### config.mk
export PLATFORM = sky130hd
export DESIGN_NAME = mem_checkpoint_monitor
export DESIGN_NICKNAME = d
export VERILOG_FILES = /design/src/rtl/mem_chkmon_pkg.sv /design/src/rtl/mem_checkpoint_monitor_filter.sv /design/src/rtl/mem_checkpoint_monitor.sv
export SDC_FILE = /design/constraint.sdc
export NUM_CORES = 1
export LEC_CHECK = 0
export BUFFER_PORTS_ARGS = -buffer_cell sky130_fd_sc_hd__buf_4
export CAP_MARGIN = 20
export CORE_ASPECT_RATIO = 1.25
export CORE_MARGIN = 10
export CORE_UTILIZATION = 57
export DETAILED_ROUTE_END_ITERATION = 7
export PLACE_DENSITY = 0.8
export SYNTH_ARGS = -nofsm -noshare
export SYNTH_HDL_FRONTEND = slang
export SYNTH_SLANG_ARGS = --single-unit
### constraint.sdc
create_clock -name clock -period 6.2 [get_ports clock]
set_clock_uncertainty 0.15 [all_clocks]
set_input_delay 0 -clock clock [delete_from_list [all_inputs] [get_ports clock]]
set_output_delay 0 -clock clock [all_outputs]
set_load 0.03 [all_outputs]
### src/rtl/mem_chkmon_pkg.sv
// Shared definitions for the memory self-test checkpoint monitor: code constants,
// FSM states, error codes and the checkpoint-word decoder.
package mem_chkmon_pkg;

    localparam logic [15:0] CHK_START_BASE = 16'hA000;
    localparam logic [15:0] CHK_END_BASE   = 16'hAB00;

    localparam logic [3:0] TAG_WORD  = 4'd4;
    localparam logic [3:0] TAG_SHORT = 4'd2;
    localparam logic [3:0] TAG_BYTE  = 4'd1;

    localparam logic [1:0] ERR_NONE      = 2'd0;
    localparam logic [1:0] ERR_TEST_FAIL = 2'd1;
    localparam logic [1:0] ERR_SEQUENCE  = 2'd2;
    localparam logic [1:0] ERR_TIMEOUT   = 2'd3;

    localparam logic [1:0] LAST_PHASE = 2'd2;

    typedef enum logic [2:0] {
        ST_IDLE,
        ST_WAIT_START,
        ST_RUNNING,
        ST_DONE_PASS,
        ST_DONE_FAIL,
        ST_TIMEOUT
    } state_t;

    typedef enum logic [1:0] {
        CODE_START,
        CODE_FAIL,
        CODE_PASS
    } code_kind_t;

    typedef struct packed {
        logic       known;
        code_kind_t kind;
        logic [1:0] phase;
    } code_t;

    function automatic logic [3:0] phase_tag(input logic [1:0] phase);
        case (phase)
            2'd0:    return TAG_WORD;
            2'd1:    return TAG_SHORT;
            default: return TAG_BYTE;
        endcase
    endfunction

    // Anything that is not START/FAIL/PASS with a valid phase tag decodes as unknown.
    function automatic code_t decode_code(input logic [15:0] word);
        code_t c;
        c = '{known: 1'b0, kind: CODE_START, phase: 2'd0};
        for (int p = 0; p < 3; p++) begin
            if (word[7:4] == phase_tag(2'(p))) begin
                c.phase = 2'(p);
                if (word[15:8] == CHK_START_BASE[15:8] && word[3:0] == 4'h0) begin
                    c.known = 1'b1;
                    c.kind  = CODE_START;
                end else if (word[15:8] == CHK_END_BASE[15:8] && word[3:0] == 4'h0) begin
                    c.known = 1'b1;
                    c.kind  = CODE_FAIL;
                end else if (word[15:8] == CHK_END_BASE[15:8] && word[3:0] == 4'h1) begin
                    c.known = 1'b1;
                    c.kind  = CODE_PASS;
                end
            end
        end
        return c;
    endfunction

endpackage

### src/rtl/mem_checkpoint_monitor_filter.sv
// Stability filter for the pad checkpoint word: registers the input, counts
// consecutive identical samples and accepts a word once, when it first becomes stable.
module chkmon_stable_filter #(
    parameter int STABLE_CYCLES = 4
) (
    input  logic        clock,
    input  logic        reset,
    input  logic [15:0] checkbits,
    output logic        accept,
    output logic [15:0] word
);

    localparam logic [7:0] STABLE_LIMIT = 8'(STABLE_CYCLES);

    logic [15:0] sample_q;
    logic [15:0] last_q;
    logic [7:0]  count_q;

    // NOTE: sequential state is updated with non-blocking assignments so every
    // register sees the pre-edge values of the others, independent of statement order.
    always_ff @(posedge clock) begin
        if (reset) begin
            sample_q <= '0;
            last_q   <= '0;
            count_q  <= '0;
        end else begin
            sample_q <= checkbits;
            if (checkbits != sample_q) begin
                count_q <= 8'd1;
            end else if (count_q != STABLE_LIMIT) begin
                count_q <= count_q + 8'd1;
            end
            if (accept) begin
                last_q <= sample_q;
            end
        end
    end

    // Remembering the last accepted word stops a glitch-and-return from re-firing.
    assign accept = (count_q == STABLE_LIMIT) && (sample_q != last_q);
    assign word   = sample_q;

endmodule

### src/rtl/mem_checkpoint_monitor.sv
// Checkpoint monitor for the memory self-test: filters the pad word, sequences the
// word/short/byte phases and reports pass/fail. Watchdog built when MEM_CHKMON_WATCHDOG_EN is defined.
module mem_checkpoint_monitor
    import mem_chkmon_pkg::*;
#(
    parameter int STABLE_CYCLES  = 4,
    parameter int TIMEOUT_CYCLES = 300000
) (
    input  logic        clock,
    input  logic        reset,
    input  logic        enable,
    input  logic [15:0] checkbits,
    output logic        done,
    output logic        pass,
    output logic        fail,
    output logic        timeout,
    output logic [1:0]  phase,
    output logic [2:0]  phases_passed,
    output logic [1:0]  err_code,
    output logic        evt_strobe,
    output logic [15:0] evt_word
);

    state_t      state_q, state_d;
    logic [1:0]  phase_q, phase_d;
    logic [2:0]  passed_q, passed_d;
    logic [1:0]  err_q, err_d;
    logic        accept;
    logic [15:0] filt_word;
    code_t       code;
    logic        code_hit;
    logic        active;
    logic        terminal;
    logic        wd_hit;

    chkmon_stable_filter #(
        .STABLE_CYCLES(STABLE_CYCLES)
    ) u_filter (
        .clock    (clock),
        .reset    (reset),
        .checkbits(checkbits),
        .accept   (accept),
        .word     (filt_word)
    );

    assign code     = decode_code(filt_word);
    assign code_hit = accept && code.known;
    assign active   = (state_q == ST_WAIT_START) || (state_q == ST_RUNNING);
    assign terminal = (state_q == ST_DONE_PASS) || (state_q == ST_DONE_FAIL) ||
                      (state_q == ST_TIMEOUT);

`ifdef MEM_CHKMON_WATCHDOG_EN
    localparam int WD_W = $clog2(TIMEOUT_CYCLES + 1);
    localparam logic [WD_W-1:0] WD_LIMIT = WD_W'(TIMEOUT_CYCLES);
    localparam logic [WD_W-1:0] WD_LAST  = WD_W'(TIMEOUT_CYCLES - 1);

    logic [WD_W-1:0] wd_q;

    // Runs across phase changes; saturates so the limit stays visible after reaching it.
    always_ff @(posedge clock) begin
        if (reset) begin
            wd_q <= '0;
        end else if (active && wd_q != WD_LIMIT) begin
            wd_q <= wd_q + 1'b1;
        end
    end

    assign wd_hit = active && (wd_q >= WD_LAST);
`else
    assign wd_hit = 1'b0;
`endif

    always_ff @(posedge clock) begin
        if (reset) begin
            state_q  <= ST_IDLE;
            phase_q  <= 2'd0;
            passed_q <= 3'd0;
            err_q    <= ERR_NONE;
        end else begin
            state_q  <= state_d;
            phase_q  <= phase_d;
            passed_q <= passed_d;
            err_q    <= err_d;
        end
    end

    // NOTE: every signal assigned here gets a default first, so no path can leave
    // one unassigned and infer a latch.
    always_comb begin
        state_d  = state_q;
        phase_d  = phase_q;
        passed_d = passed_q;
        err_d    = err_q;
        case (state_q)
            ST_IDLE: begin
                if (enable) begin
                    state_d = ST_WAIT_START;
                    phase_d = 2'd0;
                end
            end
            ST_WAIT_START: begin
                if (code_hit) begin
                    if (code.kind == CODE_START && code.phase == phase_q) begin
                        state_d = ST_RUNNING;
                    end else begin
                        state_d = ST_DONE_FAIL;
                        err_d   = ERR_SEQUENCE;
                    end
                end else if (wd_hit) begin
                    state_d = ST_TIMEOUT;
                    err_d   = ERR_TIMEOUT;
                end
            end
            ST_RUNNING: begin
                if (code_hit) begin
                    if (code.phase != phase_q || code.kind == CODE_START) begin
                        state_d = ST_DONE_FAIL;
                        err_d   = ERR_SEQUENCE;
                    end else if (code.kind == CODE_FAIL) begin
                        state_d = ST_DONE_FAIL;
                        err_d   = ERR_TEST_FAIL;
                    end else begin
                        passed_d[phase_q] = 1'b1;
                        if (phase_q == LAST_PHASE) begin
                            state_d = ST_DONE_PASS;
                        end else begin
                            phase_d = phase_q + 2'd1;
                            state_d = ST_WAIT_START;
                        end
                    end
                end else if (wd_hit) begin
                    state_d = ST_TIMEOUT;
                    err_d   = ERR_TIMEOUT;
                end
            end
            default: ;
        endcase
    end

    always_comb begin
        done          = terminal;
        pass          = (state_q == ST_DONE_PASS);
        fail          = (state_q == ST_DONE_FAIL);
        timeout       = (state_q == ST_TIMEOUT);
        phase         = phase_q;
        phases_passed = passed_q;
        err_code      = err_q;
    end

    // Events are reported until a verdict is reached; afterwards the pads are ignored.
    always_ff @(posedge clock) begin
        if (reset) begin
            evt_strobe <= 1'b0;
            evt_word   <= '0;
        end else begin
            evt_strobe <= code_hit && !terminal;
            if (code_hit && !terminal) begin
                evt_word <= filt_word;
            end
        end
    end

endmodule
After elaboration in Yosys (flattened, before gate mapping) --
Index checks and enable logic that the tools add are counted.
Storage, ports and cells: input bits 19, output and inout bits 28, logic and storage cells 104, register bits 67
Operators by class: magnitude comparators 2, muxes and demuxes 36, bitwise operators 3, reduce and logical (&&, ||, !) cells 24, eq/ne operators 27, add/sub/neg operators 2
Operator list (number):
- $mux W3 | 15
- $ne A16 B16 Y1 | 2
- $mux W2 | 11
- $eq A8 B8 Y1 const B | 2
- $mux W5 | 3
- $ne A2 B2 Y1 const B | 7
- $pmux W3 S3 | 1
- $add A8 B1 Y8 const B | 1
- $eq A4 B1 Y1 const B | 2
- $eq A8 B3 Y1 const B | 1
- $logic_and A1 B1 Y1 | 8
- $ne A8 B3 Y1 const B | 1
- $pmux W2 S2 | 2
- $reduce_and A4 Y1 | 2
- $eq A3 B2 Y1 const B | 2
- $eq A3 B3 Y1 const B | 2
- $reduce_and A6 Y1 | 1
- $reduce_bool A2 Y1 | 3
- $reduce_and A5 Y1 | 1
- $eq A4 B2 Y1 const B | 1
- $eq A4 B3 Y1 const B | 1
- $logic_not A4 Y1 | 1
- $eq A3 B1 Y1 const B | 1
- $logic_not A3 Y1 | 1
- 17 further kinds | 22

Depth between registers and ports, before layout --
Gate-level depths: netlist of run 1.
word-level depth 19, mapped depth 9

By module --
From an unflattened synthesis of run 1, not the netlist that was laid out.
Unflattened totals: cell total of the unflattened synthesis 334, area, all modules 3115.5 um^2
By module, submodules not included:
- chkmon_stable_filter | seq. area each 800.8 um^2, cells an instance 189, instances 1, area each 1901.8 um^2
- mem_checkpoint_monitor | seq. area each 540.5 um^2, cells an instance 145, instances 1, area each 1213.7 um^2

Worst setup path after synthesis of run 1 --
No wires, ideal clock.
kind reg-to-reg, start register state_q[1], end register evt_word[10], setup slack 4.075 ns, path buffers 1, period minus slack after synthesis 2.125 ns, library setup time 0.060 ns, data arrival time 1.916 ns, stages on the path, launching flop included 7, cell sequence dfxtp_1 > nand2_1 > o21ai_0 > nor4b_2 > buf_4 > nor2_2 > and2_1
Between the ends: longest elaborated chain between the ends 5, elaborated cells between the ends (all ways) 7
RTL lines:
- start: declaration | line mem_checkpoint_monitor.sv:24 | state_t state_q, state_d;
- start signal: assignment | line mem_checkpoint_monitor.sv:80 | state_q <= state_d;
- $eq A3 B2 Y1 or $eq A3 B3 Y1 (tied branches) | line mem_checkpoint_monitor.sv:49 | assign terminal = (state_q == ST_DONE_PASS) || (state_q == ST_DONE_FAIL) ||
- $logic_or A1 B1 Y1 | line mem_checkpoint_monitor.sv:49
- $logic_or A1 B1 Y1 (*) | line mem_checkpoint_monitor.sv:49
- via done | line mem_checkpoint_monitor.sv:13 | output logic done,
- $logic_not A1 Y1 (*) | line mem_checkpoint_monitor.sv:157 | if (code_hit && !terminal) begin
- $logic_and A1 B1 Y1 (*) | line mem_checkpoint_monitor.sv:157
- end signal: assignment | line mem_checkpoint_monitor.sv:158 | evt_word <= filt_word;
- end: declaration | line mem_checkpoint_monitor.sv:21 | output logic [15:0] evt_word
Mark *: on every way through the listed nets, which the timed path passes. The rest lies on a longest branch. A chain may end at the register's enable or synchronous reset.

Worst setup path in the final report of run 1 --
start register u_filter.count_q[0], end register err_q[1] (netlist: err_code[1])
Between the ends: longest elaborated chain between the ends 5, elaborated cells between the ends (all ways) 6
RTL lines:
- start: declaration | line mem_checkpoint_monitor_filter.sv:17 | logic [7:0] count_q;
- start signal: assignment | line mem_checkpoint_monitor_filter.sv:31 | count_q <= count_q + 8'd1;
- $eq A8 B3 Y1 (*) | line mem_checkpoint_monitor_filter.sv:40 | assign accept = (count_q == STABLE_LIMIT) && (sample_q != last_q);
- $logic_and A1 B1 Y1 (*) | line mem_checkpoint_monitor_filter.sv:40
- $logic_and A1 B1 Y1 (*) | line mem_checkpoint_monitor.sv:47 | assign code_hit = accept && code.known;
- $ne A2 B2 Y1 (no line)
- $reduce_and A5 Y1 (no line) (*)
- end signal: assignment | line mem_checkpoint_monitor.sv:83 | err_q <= err_d;
- end: declaration | line mem_checkpoint_monitor.sv:27 | logic [1:0] err_q, err_d;
Every way passes the cells marked *; elsewhere a longest branch is shown, timed or not.

==> impl_metrics.yaml, run 1 <==
sta:
  setup-violations-final: 0
  drv_slew: 0
  timing.final.hold_violations: 0
  layout_min_cycle_time_ns: 3.14
  tns_ns: 0
  relSlewSlack: 0.380
  clock.fmax_mhz: 319
  tightest_slew_ns: 0.927
  period_share: 0.506
  rsz0062_at_grt: "false"
clocking:
  clkLatencyLatePin_ns: 0.34
  clockBufferDepth: 2
  path_clk_slew_ns: 0.07
  cts_sinks: 67
  cts_resized: 0
  cts_buffers: 9
  ctsHoldBuffers: 33
  cts_tree: "built"
  postCtsSetupRepairBufs: 0
  htreeDepth: 3
  clockRootBuffer: "clkbuf_8"
setup_path:
  crit_fanout: 25
  worstReg2RegStart: "u_filter.count_q[0]$_SDFFE_PP0P_"
  worst-setup-path-type: "register to register"
  cp.arrival_ns: 3.22
  endpoint_kind: "register"
  r2r_cells: 8
  worstPathRequired_ns: 6.28
  startpoint_type: "register"
  startpoint: "u_filter.count_q[0]$_SDFFE_PP0P_"
  endpoint: "err_code[1]$_SDFFE_PP0P_"
  r2r_slack_ns: 3.06
  reg2reg_to: "err_code[1]$_SDFFE_PP0P_"
global_route:
  grt_max_degree: 53
  antenna_found_initial: 0
  grt_pass1_vias: 2697
  grt-ovfl-total: 0
  grt_pass1_wl_um: 12900
  track_usage: 0.182
floorplanning:
  rows: 29
  die_w_um: 85.6
  die_y_um: 102
  dieArea_sq_um: 8730
  ios: 47
  start_util: 0.595
  core_sq_um: 5150
run:
  maxCapViolations: 0
final_layout:
  drive_gt1_frac: 0.175
  nNetsFinal: 437
  n_antenna_cell: 0
  synthToLayoutAreaGrowth_pct: 28.2
yosys:
  synth_xor_area_frac: 0.117
  synth_compound_area_frac: 0.113
  synth-seq-cells: 67
  yosysWarnings: 0
  synth_edf_count: 0
  async_reset_ff_frac: 0
  synthAdderAreaFrac: 0.0204
  synth_top_flop_cell: "dfxtp_1"
  synth_nets: 365
  ys_types: 43
  synth-simple-area-share: 0.242
  syn_area_sq_um: 3060
  seq_area_frac_synth: 0.438
  syn_inst: 341
  avgSynthCellArea_sq_um: 8.99
  synthMuxAreaShare: 0.0261
  synth_top_family_by_area: "simple AND/OR/NAND/NOR gates"
placement:
  io_buffers: 46
  detailedPlacementHpwl_um: 4830
  gp_congestion: 0.840
outcome:
  status: "complete, no violations"
route:
  vias: 2664
  drtIter0Drc: 177
  routedWlPerCell_um: 16.0
  wl_um: 7700
  vias_per_cell: 5.55
  drtAntennaViolNets: 0
  detail_route.first_pass.iterations: 4
  drc: 0
power:
  power.leakage_nw: 1.54
  vdd_drop_max_mv: 0.159
  power_mw: 0.868
  power_density_nw_per_um2: 221
worst_hold_path:
  min_from: "evt_word[10]$_SDFFE_PP0P_"
  hold_path_class: "register to register"
cell families after synthesis:
group,after synthesis
compound gates,58
xor+xnor,41
fa+ha+maj,5
buf+inv,29
flops,67
mux,8
simple gates,133
synth_stat cells, types with 2 or more instances:
master | count | share of area
nor4_1 | 6 | 0.012
buf_2 | 5 | 0.0082
a31oi_1 | 4 | 0.0082
nor2b_1 | 18 | 0.037
xor2_1 | 19 | 0.054
dfxtp_1 | 67 | 0.44
o21ai_0 | 21 | 0.034
xnor2_1 | 22 | 0.063
a211oi_1 | 3 | 0.0073
and2_1 | 7 | 0.014
and3_1 | 6 | 0.012
nor4b_1 | 3 | 0.0086
nor4b_2 | 2 | 0.0098
nand4_1 | 8 | 0.016
nand2_1 | 23 | 0.028
inv_1 | 8 | 0.0098
nor2_1 | 36 | 0.044
nand2b_1 | 2 | 0.0041
buf_4 | 3 | 0.0073
mux2i_1 | 8 | 0.026
nor3_1 | 4 | 0.0065
o311ai_0 | 2 | 0.0057
a21oi_1 | 20 | 0.033
clkbuf_1 | 12 | 0.015
nand3_1 | 9 | 0.015
ha_1 | 5 | 0.020
o211a_1 | 2 | 0.0065
where the power goes:
| part | internal [mW] | switching (mW) | total, mW | leakage, nW |
|---|---|---|---|---|
| clock | 0.189 | 0.157 | 0.346 | 0.0997 |
| sequential | 0.437 | 0.0147 | 0.451 | 0.545 |
| combinational | 0.0399 | 0.0314 | 0.0713 | 0.897 |
| total | 0.666 | 0.203 | 0.868 | 1.54 |
area by class of cell:
class,count,area [sq um]
Tap cell,62,77.6
Inverter,8,30.0
Multi-Input combinational cell,245,1590
Sequential cell,67,1340
Clock inverter,1,5.00
Clock buffer,15,186
Fill cell,351,1220
Timing Repair Buffer,82,698
critical path, cell delays in order, from the launching register on:
cell and delay (ns):
dfxtp_1 0.32, inv_1 0.09, ha_1 0.14, nor4b_1 0.21, nand3_1 0.70, nor2_1 0.85
buf_4 0.28, nand4_1 0.11, o211a_1 0.16
through the flow:
stage | setup slack (ns) | area, sq um | hold slack (ns) | instances | utilization
after floorplan | 4.07 | 3060 | -0.0218 | 341 | -
after global placement | 3.20 | 3410 | 0.0778 | 431 | 0.661
after detailed placement | 3.14 | 3410 | 0.0867 | 431 | 0.661
after CTS | 3.13 | 3930 | 0.299 | 480 | 0.762
after global routing | 2.75 | 3930 | 0.341 | 480 | 0.762
final | 3.06 | 3930 | 0.310 | 480 | 0.762
how the worst min path moves through the flow:
stage	end	cells after the start	slack (ns)
after global placement	u_filter.word[9]$_SDFF_PP0_	2	0.08
after CTS	u_filter.word[14]$_SDFF_PP0_	3	0.30
final	evt_word[10]$_SDFFE_PP0P_	1	0.31
after detailed placement	u_filter.word[10]$_SDFF_PP0_	2	0.09
after global routing	evt_word[10]$_SDFFE_PP0P_	1	0.34
after floorplan	u_filter.word[0]$_SDFF_PP0_	1	-0.02
state kept, by name, indices dropped and copies added (netlist names):
| signal | count |
|---|---|
| err_code | 2 |
| evt_strobe | 1 |
| evt_word | 16 |
| phase | 2 |
| phases_passed | 3 |
| state_q | 3 |
| u_filter.count_q | 8 |
| u_filter.last_q | 16 |
| u_filter.word | 16 |
routing by layer:
metal | part of all wire | vias to the layer above | global-route usage
li1 | - | 1317 | -
met2 | 0.51 | 67 | 0.319
met1 | 0.42 | 1263 | 0.199
met4 | 0.024 | 0 | 0.0876
met5 | 0 | - | 0
met3 | 0.050 | 17 | 0.0494
cell usage in the layout, fill, tap and decap left out, types with 2 or more instances in the layout:
cell | synthesis | final
a21oi_1 | 20 | 20
inv_1 | 8 | 8
dlygate4sd3_1 | 0 | 33
a211oi_1 | 3 | 3
nor4b_2 | 2 | 2
ha_1 | 5 | 5
a31oi_1 | 4 | 4
xnor2_1 | 22 | 22
buf_4 | 3 | 49
mux2i_1 | 8 | 8
o311ai_0 | 2 | 2
o21ai_0 | 21 | 21
clkbuf_8 | 0 | 13
nor2b_1 | 18 | 18
o211a_1 | 2 | 2
clkbuf_1 | 12 | 2
and3_1 | 6 | 6
nor3_1 | 4 | 4
nand2_1 | 23 | 23
and2_1 | 7 | 7
dfxtp_1 | 67 | 67
nor4_1 | 6 | 6
nand4_1 | 8 | 8
nor2_1 | 36 | 36
nand2b_1 | 2 | 2
xor2_1 | 19 | 19
nor4b_1 | 3 | 3
nand3_1 | 9 | 9
No activity file was read; power rests on OpenSTA's default activity.
==> run 2, diff against run 1 <==
--- a/config.mk
+++ b/config.mk
@@ -9,9 +9,9 @@
 export CAP_MARGIN = 20
 export CORE_ASPECT_RATIO = 1.25
 export CORE_MARGIN = 10
-export CORE_UTILIZATION = 57
+export CORE_UTILIZATION = 56
 export DETAILED_ROUTE_END_ITERATION = 7
-export PLACE_DENSITY = 0.8
+export PLACE_DENSITY = 0.79
 export SYNTH_ARGS = -nofsm -noshare
 export SYNTH_HDL_FRONTEND = slang
 export SYNTH_SLANG_ARGS = --single-unit
==> constraint.sdc (replaced) <==
create_clock -name clock -period 3 [get_ports clock]
set_clock_uncertainty 0.15 [all_clocks]
set_input_delay 0 -clock clock [delete_from_list [all_inputs] [get_ports clock]]
set_output_delay 0 -clock clock [all_outputs]
set_load 0.03 [all_outputs]
==> run 2 against run 1 <==
  * Final cell count rose by 1.3%
  * Count of clock-buffer cells in the layout fell by 5
  * First-iteration DRC count rose by 8.5%
  * Largest cell class unchanged
==> impl_metrics.yaml, run 2 (synthesized netlist as in run 1, its figures left out) <==
power:
  combinationalPowerShare: 0.089
  internal_power_mw: 1.28
  switching_share: 0.255
  power.leakage_nw: 1.55
  power_mw: 1.72
  power_density_nw_per_um2: 437
  p_seq_frac: 0.541
  switchingPower_mw: 0.439
  vdd_drop_max_mv: 0.358
  clkPwrFrac: 0.369
sta:
  relSlewSlack: 0.602
  setup_slack_ns: 0.317
  setup-violations-final: 0
  layout_min_cycle_time_ns: 2.68
  drv_slew: 0
  period_share: 0.894
  tns_ns: 0
  clock.fmax_mhz: 373
  timing.final.hold_violations: 0
  rsz0062_at_grt: "false"
  tightest_slew_ns: 0.595
setup_path:
  cp.arrival_ns: 2.74
  crit_fanout: 10
  endpoint_kind: "register"
  worstPathRequired_ns: 3.06
  worst-setup-path-type: "register to register"
  startpoint_type: "register"
route:
  vias_per_cell: 5.51
  drtAntennaViolNets: 0
  vias: 2679
  detail_route.first_pass.iterations: 7
  routedWlPerCell_um: 16.6
  wl_um: 8050
  drc: 0
  drtIter0Drc: 192
worst_hold_path:
  hold_path_class: "register to register"
clocking:
  cts_resized: 0
  clkLatencyLatePin_ns: 0.34
  clockRootBuffer: "clkbuf_8"
  cts_buffers: 9
  htreeDepth: 3
  cts_sinks: 67
  path_clk_slew_ns: 0.08
  clockBufferDepth: 2
  cts_tree: "built"
global_route:
  grt_pass1_vias: 2735
  grt_max_degree: 53
  grt-ovfl-total: 0
  grt_pass1_wl_um: 13300
  track_usage: 0.191
  antenna_found_initial: 0
final_layout:
  layout_common_cells: "dfxtp_1, buf_4, nor2_1"
  nNetsFinal: 441
  multi_input_area_sq_um: 1590
  n_fill_cell: 400
  final_common_cell: "dfxtp_1"
  n_antenna_cell: 0
  synthToLayoutAreaGrowth_pct: 28.4
  drive_gt1_frac: 0.182
  final_design_area_no_fill_sq_um: 3940
  regArea_sq_um: 1340
floorplanning:
  rows: 30
  die_y_um: 103
  start_util: 0.571
  ios: 47
  dieArea_sq_um: 8850
  die_w_um: 86.2
  core_sq_um: 5370
outcome:
  status: "complete, no violations"
placement:
  post-place-ws_ns: 0.549
  io_buffers: 46
  detailedPlacementHpwl_um: 5070
  place_area_sq_um: 3430
  gp_congestion: 0.839
run:
  maxCapViolations: 0
-- run 2: cell types whose count changed in the layout (fill, tap and decap cells not counted), sizes merged --
cell and change:
buf +3, clkbuf -5, clkinv +4, clkinvlp +1, dlygate4sd3 +1
-- run 2: worst max-delay path: stages, from the launching register on --
cell and delay [ns]:
dfxtp_1 0.46, nor4b_2 0.41, nand3_2 0.22, nor3_1 0.45
nor4b_2 0.30, buf_4 0.26, mux2i_1 0.23, nor2_1 0.07
-- run 2: timing repair --
item	in CTS	in global routing
hold endpoints to repair	44	0
endpoints found under the setup margin	0	0
hold buffers	34	0
setup buffers	0	0
-- run 2: routing by layer --
metal | GRT usage | up-vias | part of all wire
li1 | - | 1315 | -
met1 | 0.199 | 1267 | 0.39
met2 | 0.343 | 80 | 0.53
met3 | 0.0451 | 17 | 0.051
met4 | 0.110 | 0 | 0.030
met5 | 0 | - | 0
-- run 2: final timing paths --
check / cells after the start / endpoint / slack (ns) / startpoint
max: 7 / evt_word[6]$_SDFFE_PP0P_ / 0.32 / u_filter.word[13]$_SDFF_PP0_
min: 1 / evt_word[1]$_SDFFE_PP0P_ / 0.32 / evt_word[1]$_SDFFE_PP0P_
max reg2reg: 7 / evt_word[6]$_SDFFE_PP0P_ / 0.32 / u_filter.word[13]$_SDFF_PP0_
min reg2reg: 1 / evt_word[1]$_SDFFE_PP0P_ / 0.32 / evt_word[1]$_SDFFE_PP0P_
-- run 2: final cells by class --
cell class | instances | share of cell area
multi-input combinational | 245 | 0.404
sequential | 67 | 0.341
timing repair buffer | 86 | 0.187
clock buffer | 10 | 0.0324
tap | 64 | 0.0203
clock inverter | 6 | 0.00827
inverter | 8 | 0.00763
-- run 2: power groups by stage --
stage / clock network (mW) / logic, mW / registers (mW)
floorplan: 0 / 0.0863 / 0.934
global placement: 0 / 0.110 / 0.949
detailed placement: 0 / 0.111 / 0.950
CTS: 0.643 / 0.146 / 0.929
global route: 0.682 / 0.168 / 0.933
finish: 0.635 / 0.153 / 0.931
-- run 2: per-stage QoR --
step | instances | hold WS (ns) | util
floorplan | 341 | -0.0218 | -
global placement | 435 | 0.0790 | 0.638
detailed placement | 436 | 0.0847 | 0.640
CTS | 486 | 0.316 | 0.733
global route | 486 | 0.344 | 0.733
finish | 486 | 0.316 | 0.733
